`src/rtl/cache_mem_arbiter_pkg.sv`:
```
// Shared types for the I/D cache memory-port arbiter: FSM states, grant
// identity and the line-offset width derived from the cacheline size.
package arb_types;

   typedef enum logic [1:0] {
      IDLE,
      BUSY_I,
      BUSY_D,
      RESP
   } arb_state_t;

   typedef enum logic {
      GRANT_I,
      GRANT_D
   } arb_grant_t;

   localparam int LINE_W_DEFAULT = 256;

   // Number of byte-offset bits inside one cacheline.
   function automatic int line_off_w(input int line_w);
      return $clog2(line_w / 8);
   endfunction

   localparam int LINE_OFF_W = line_off_w(LINE_W_DEFAULT);

endpackage

```
`src/rtl/cache_mem_arbiter_grant_sel.sv`:
```
// Round-robin winner selection between the I-side and D-side requesters.
// Purely combinational; the caller owns the last-grant state.
module arb_grant_sel
   import arb_types::*;
(
   input  logic       i_req,
   input  logic       d_req,
   input  arb_grant_t last_grant,
   output arb_grant_t grant,
   output logic       valid
);

   always_comb begin
      valid = i_req | d_req;
      grant = GRANT_I;
      if (i_req && d_req) begin
         // On a tie the side that did not win last time goes next.
         grant = (last_grant == GRANT_I) ? GRANT_D : GRANT_I;
      end else if (d_req) begin
         grant = GRANT_D;
      end
   end

endmodule

```
`src/rtl/cache_mem_arbiter.sv`:
```
// Shares one cacheline-wide memory port between the I-cache and D-cache,
// one outstanding transaction at a time, round-robin on contention.
module cache_mem_arbiter
   import arb_types::*;
#(
   parameter int LINE_W = LINE_W_DEFAULT,
   parameter int ADDR_W = 32
) (
   input  logic              clk,
   input  logic              rst,
   input  logic              i_read,
   input  logic [ADDR_W-1:0] i_addr,
   output logic [LINE_W-1:0] i_rdata,
   output logic              i_resp,
   input  logic              d_read,
   input  logic              d_write,
   input  logic [ADDR_W-1:0] d_addr,
   input  logic [LINE_W-1:0] d_wdata,
   output logic [LINE_W-1:0] d_rdata,
   output logic              d_resp,
   output logic              mem_read,
   output logic              mem_write,
   output logic [ADDR_W-1:0] mem_addr,
   output logic [LINE_W-1:0] mem_wdata,
   input  logic [LINE_W-1:0] mem_rdata,
   input  logic              mem_resp
);

   localparam int OFF_W = line_off_w(LINE_W);
   localparam logic [ADDR_W-1:0] OFF_MASK = ADDR_W'((64'd1 << OFF_W) - 64'd1);

   arb_state_t        state_q, state_d;
   arb_grant_t        last_grant_q, last_grant_d;
   arb_grant_t        grant_q, grant_d;
   logic [ADDR_W-1:0] addr_q, addr_d;
   logic [LINE_W-1:0] wdata_q, wdata_d;
   logic              mem_read_q, mem_read_d;
   logic              mem_write_q, mem_write_d;
   logic [LINE_W-1:0] i_rdata_q, i_rdata_d;
   logic [LINE_W-1:0] d_rdata_q, d_rdata_d;
   logic              i_resp_q, i_resp_d;
   logic              d_resp_q, d_resp_d;

   arb_grant_t        sel_grant;
   logic              sel_valid;

   arb_grant_sel u_grant_sel (
      .i_req      (i_read),
      .d_req      (d_read | d_write),
      .last_grant (last_grant_q),
      .grant      (sel_grant),
      .valid      (sel_valid)
   );

   always_comb begin
      state_d      = state_q;
      last_grant_d = last_grant_q;
      grant_d      = grant_q;
      addr_d       = addr_q;
      wdata_d      = wdata_q;
      mem_read_d   = mem_read_q;
      mem_write_d  = mem_write_q;
      i_rdata_d    = i_rdata_q;
      d_rdata_d    = d_rdata_q;
      i_resp_d     = 1'b0;
      d_resp_d     = 1'b0;

      case (state_q)
         IDLE: begin
            if (sel_valid) begin
               grant_d      = sel_grant;
               last_grant_d = sel_grant;
               wdata_d      = d_wdata;
               if (sel_grant == GRANT_D) begin
                  // A simultaneous read and writeback from D: the writeback wins.
                  addr_d      = d_addr;
                  mem_write_d = d_write;
                  mem_read_d  = ~d_write;
                  state_d     = BUSY_D;
               end else begin
                  addr_d      = i_addr;
                  mem_write_d = 1'b0;
                  mem_read_d  = 1'b1;
                  state_d     = BUSY_I;
               end
            end
         end
         BUSY_I, BUSY_D: begin
            if (mem_resp) begin
               mem_read_d  = 1'b0;
               mem_write_d = 1'b0;
               if (mem_read_q) begin
                  if (grant_q == GRANT_I) i_rdata_d = mem_rdata;
                  else                    d_rdata_d = mem_rdata;
               end
               i_resp_d = (grant_q == GRANT_I);
               d_resp_d = (grant_q == GRANT_D);
               state_d  = RESP;
            end
         end
         RESP:    state_d = IDLE;
         default: state_d = IDLE;
      endcase
   end

   always_ff @(posedge clk) begin
      if (!rst) begin
         state_q      <= IDLE;
         last_grant_q <= GRANT_I;
         grant_q      <= GRANT_I;
         addr_q       <= '0;
         wdata_q      <= '0;
         mem_read_q   <= 1'b0;
         mem_write_q  <= 1'b0;
         i_rdata_q    <= '0;
         d_rdata_q    <= '0;
         i_resp_q     <= 1'b0;
         d_resp_q     <= 1'b0;
      end else begin
         state_q      <= state_d;
         last_grant_q <= last_grant_d;
         grant_q      <= grant_d;
         addr_q       <= addr_d;
         wdata_q      <= wdata_d;
         mem_read_q   <= mem_read_d;
         mem_write_q  <= mem_write_d;
         i_rdata_q    <= i_rdata_d;
         d_rdata_q    <= d_rdata_d;
         i_resp_q     <= i_resp_d;
         d_resp_q     <= d_resp_d;
      end
   end

   assign mem_read  = mem_read_q;
   assign mem_write = mem_write_q;
   assign mem_addr  = addr_q & ~OFF_MASK;
   assign mem_wdata = wdata_q;
   assign i_rdata   = i_rdata_q;
   assign d_rdata   = d_rdata_q;
   assign i_resp    = i_resp_q;
   assign d_resp    = d_resp_q;

endmodule

```
`config.mk`:
```
export PLATFORM = sky130hd
export DESIGN_NAME = cache_mem_arbiter
export DESIGN_NICKNAME = d
export VERILOG_FILES = /design/src/rtl/cache_mem_arbiter_pkg.sv /design/src/rtl/cache_mem_arbiter_grant_sel.sv /design/src/rtl/cache_mem_arbiter.sv
export SDC_FILE = /design/constraint.sdc
export NUM_CORES = 2
export LEC_CHECK = 0
export ABC_AREA = 1
export BUFFER_PORTS_ARGS = -buffer_cell sky130_fd_sc_hd__buf_4
export CAP_MARGIN = 20
export CORE_AREA = 5 5 543 545
export DETAILED_ROUTE_END_ITERATION = 16
export DIE_AREA = 0 0 548 550
export PLACE_DENSITY = 0.32
export SLEW_MARGIN = 20
export SYNTH_ARGS = -nofsm -noshare
export SYNTH_HDL_FRONTEND = slang
export SYNTH_HIERARCHICAL = 1
export SYNTH_SLANG_ARGS = --single-unit
```
`constraint.sdc`:
```
create_clock -name clk -period 4.25 [get_ports clk]
set_input_delay 0.425 -clock clk [delete_from_list [all_inputs] [get_ports clk]]
set_output_delay 0.425 -clock clk [all_outputs]
set_load 0.05 [all_outputs]
```
==> results list <==
- Buffers inserted to repair hold after CTS numbered 549.
* CTS Buf Count: roughly 110
- Including well taps, the total number of placed cells is around 8500.
* Number of clock sinks: approximately 800
- In the finished design, the share of the clock period the worst path needs comes to 0.6934.
- The synthesized design contains 802 register bits.
* Leakage power summed over all cells: ~23 nW
- Worst-case hold path end point: addr_q[18]$_SDFFE_PN0P_
* Pre-CTS setup slack: 1.178 ns
* Hold Vio Cnt, Final: 0
- Via/cell ratio: approximately 3.4
- Netlist area before placement: 27900 sq um
* Deepest level of the CTS H-tree: 3
* Die Footprint: approximately 300000 sq um
* Core Region: between 200000 and 300000 sq um
- Fraction of registers with async set or reset after synthesis: 0
- The flow ran to the end, and the final reports show no timing, DRC or antenna violations.
* Fraction of final layout cells sized beyond drive strength 1: 0.2934
- Yosys mapped a number of flops with a built-in enable equal to 0.
- The finished cells cover roughly 52000 sq um.
- Number of antenna violations at the first check in global routing: around 140
* Non-filler instance count after layout: 9325
- For this design the top-level I/O count stands at between 1000 and 1500.
- Most frequent cell after synthesis: nor2_1
* Filler Cells Inserted: about 33000
- Share of the synthesized area in the top cell type: 0.5755
- The share of the Yosys chip area taken by registers is 0.5755.
- Data arrives at the worst endpoint at around 3.7 ns.
- Worst clock skew: ~0.038 ns
- Critical path data required time: ~5.0 ns
- Counting distinct cell types in the post-synthesis netlist gives 24.
- The floorplan step set the die height to 550 microns.
- In this run the power density over the cells is approximately 650 nW/um^2.
* Reg2Reg Setup Slack: around 1.3 ns
- Clock-pin slew was measured on the worst setup and hold paths at 0.06 ns.
- Finish-stage setup viols: 0
- Based on the critical path, the design can be clocked at up to around 340 MHz.
- CTS Root Buffer Type: clkbuf_16
- Top post-synthesis cells by count: nor2_1, dfxtp_1, o21ai_0, clkbuf_1, o21ai_1
* Final routed wirelength across all metal layers: roughly 220000 microns
- The worst setup path is launched from a register.
- Port-buffer cells: approximately 1400
- Across all layers, the routed design uses 31860 vias.
- Biggest fanout along the worst timing path: 68
- Violation count after the first detailed-route iteration: approximately 1900
- Overall track demand over capacity in global routing: 0.1412
- In this run the tightest slew margin relative to its limit is 0.1630.
* Count of warnings emitted by yosys: 6
* Hold Crit Class: input port to register
- Pin count of the biggest net entering global routing: ~150
- For the worst-skew pair, the clock arrives at the later sink with an insertion delay of 0.84 ns.
* Worst reg2reg path depth: 7
- Endpoint class of the critical path: register
- Top cells by area in the synthesized netlist: dfxtp_1, nor2_1, o21ai_0, clkbuf_1, o21ai_1
* Total negative slack: 0 ns
- The worst setup path is of the register to register kind.
- Peak supply drop: 346.7 uV
- Across the run, the number of max-cap violations was 0.
* Reg2Reg Launch Point: state_q[0]$_SDFFE_PN0P_
- TritonCTS built the clock tree.
- Detailed placement ended at an HPWL of about 180000 microns.
- Chip Width: approximately 550 microns
- Post-route ant nets: 0
- Primary flip-flop cell chosen by synthesis mapping: dfxtp_1
- The longest clock path from root to sink contains 4 buffers.
- In the final routed layout, each cell accounts on average for around 24 microns.
* Terminus of the critical flop-to-flop path: i_rdata[145]$_SDFFE_PN0P_
- Number of post-CTS setup repair buffers: 0
- First-pass GRT wire length: slightly below 300000 microns
- The total overflow left after global routing is 0.
- Detailed-route DRC error count: 0
* Post-synthesis cell type with the largest combined area: dfxtp_1
* Hold path start: i_addr[18]
- Placer congestion estimate: roughly 0.9
* Number of global-route vias before repair: 31650
* Number of instances in the synthesized netlist: about 3600
- Num rows: 198
- Total placed instance area: between 40000 and 50000 sq um
- Tightest Pin Transition: roughly 1.3 ns
- Final Slew Violations: 0
* Final Total Pwr: approximately 34 mW
* Initial Utilization: 0.09634
* Fin nets: 5988
* Post-Synthesis Mean Instance Area: 7.811 sq um
* Time the final worst path needs with I/O delays and setup: about 2.9 ns
- Setup repair after global routing missed its margin: no
* Pre-antenna DRT Iters: 7
* Post_cts resized: 0
- The worst hold path was traced through 5 stages.
* Area Overhead vs Synth: 85.28%
- PnR worst setup slack: between 1 and 1.5 ns
==> sequential cells by signal, indices dropped and copies added (netlist names) <==
name / count
d_resp: 1
i_resp: 1
mem_wdata: 256
mem_read: 1
i_rdata: 256
mem_write: 1
grant_q: 1
addr_q: 27
state_q: 2
d_rdata: 256
==> stage by stage <==
stage	utilization	hold WS (ns)
after detailed placement	0.1465	0.4718
after floorplan	-	0.4434
after global routing	0.1783	0.05663
final	0.1785	0.09121
after global placement	0.1465	0.4666
after CTS	0.1782	0.01879
==> kinds of logic after synthesis <==
logic type | count (synthesis) | share of synthesized area
simple gates | 1650 | 0.2240
flops | 802 | 0.5755
compound gates | 801 | 0.1461
buf+inv | 316 | 0.05346
fa+ha+maj | 2 | 0.0008968
other cells | 1 | 0.0001344
==> worst max-delay path by stage <==
stage / startpoint / to / cells past startpoint / slack, ns
2_1_floorplan: d_write / mem_wdata[193]$_SDFFE_PN0P_ / 7 / 2.42
3_3_place_gp: state_q[0]$_SDFFE_PN0P_ / i_rdata[139]$_SDFFE_PN0P_ / 7 / 1.21
3_5_place_dp: state_q[0]$_SDFFE_PN0P_ / i_rdata[217]$_SDFFE_PN0P_ / 7 / 1.18
4_1_cts: state_q[0]$_SDFFE_PN0P_ / i_rdata[147]$_SDFFE_PN0P_ / 7 / 1.10
5_1_grt: state_q[1]$_SDFFE_PN0P_ / i_rdata[204]$_SDFFE_PN0P_ / 7 / 1.00
6_report: state_q[0]$_SDFFE_PN0P_ / i_rdata[145]$_SDFFE_PN0P_ / 7 / 1.30
==> area by class of cell <==
type / instances / area (sq um) / area share
inverters: 43 / 183.9 / 0.003558
multi-input cells: 2458 / 10390 / 0.2009
clock inverters: 30 / 451.7 / 0.008738
clock buffers: 168 / 3233 / 0.06254
diodes: 37 / 92.59 / 0.001791
well taps: 3800 / 4755 / 0.09197
repair buffers: 1987 / 16540 / 0.3199
flip-flops and latches: 802 / 16060 / 0.3106
==> per-layer routing <==
layer | track usage | routed length, microns | vias to the layer above
li1 | - | - | 15210
met1 | 0.1808 | 99350 | 14880
met4 | 0.03024 | 5186 | 100
met3 | 0.06355 | 23280 | 368
met2 | 0.2178 | 95760 | 1308
met5 | 0 | 594 | -
==> worst max-delay path, cell delays in order, from the launching register on <==
cell and delay (ns):
dfxtp_1 0.31, inv_1 0.06, ha_1 0.42, nand4_1 0.58, inv_8 0.73, buf_4 0.40, nor2_1 0.07, nor2_1 0.11
==> report_power, final <==
group / leakage [nW] / total, mW / internal, mW / switching (mW)
registers: 6.55 / 9.98 / 9.06 / 0.916
logic: 14.4 / 14.0 / 3.72 / 10.3
clock network: 1.81 / 9.68 / 5.78 / 3.91
==> layout by cell type, fill, tap and decap left out, drive strengths merged <==
cell type,netlist,layout
nor2,1546,1546
buf,121,1438
dfxtp,802,802
o21ai,771,771
dlygate4sd3,0,549
clkbuf,152,168
nand2,71,71
inv,42,47
diode,0,37
nand3,28,28
o211ai,27,27
clkinv,1,16
bufinv,0,9
conb,1,5
a21oi,3,3
nor3,2,2
ha,2,2
or2,2,2
nand4,1,1
clkinvlp,0,1
(Power assumes the default switching activity.)
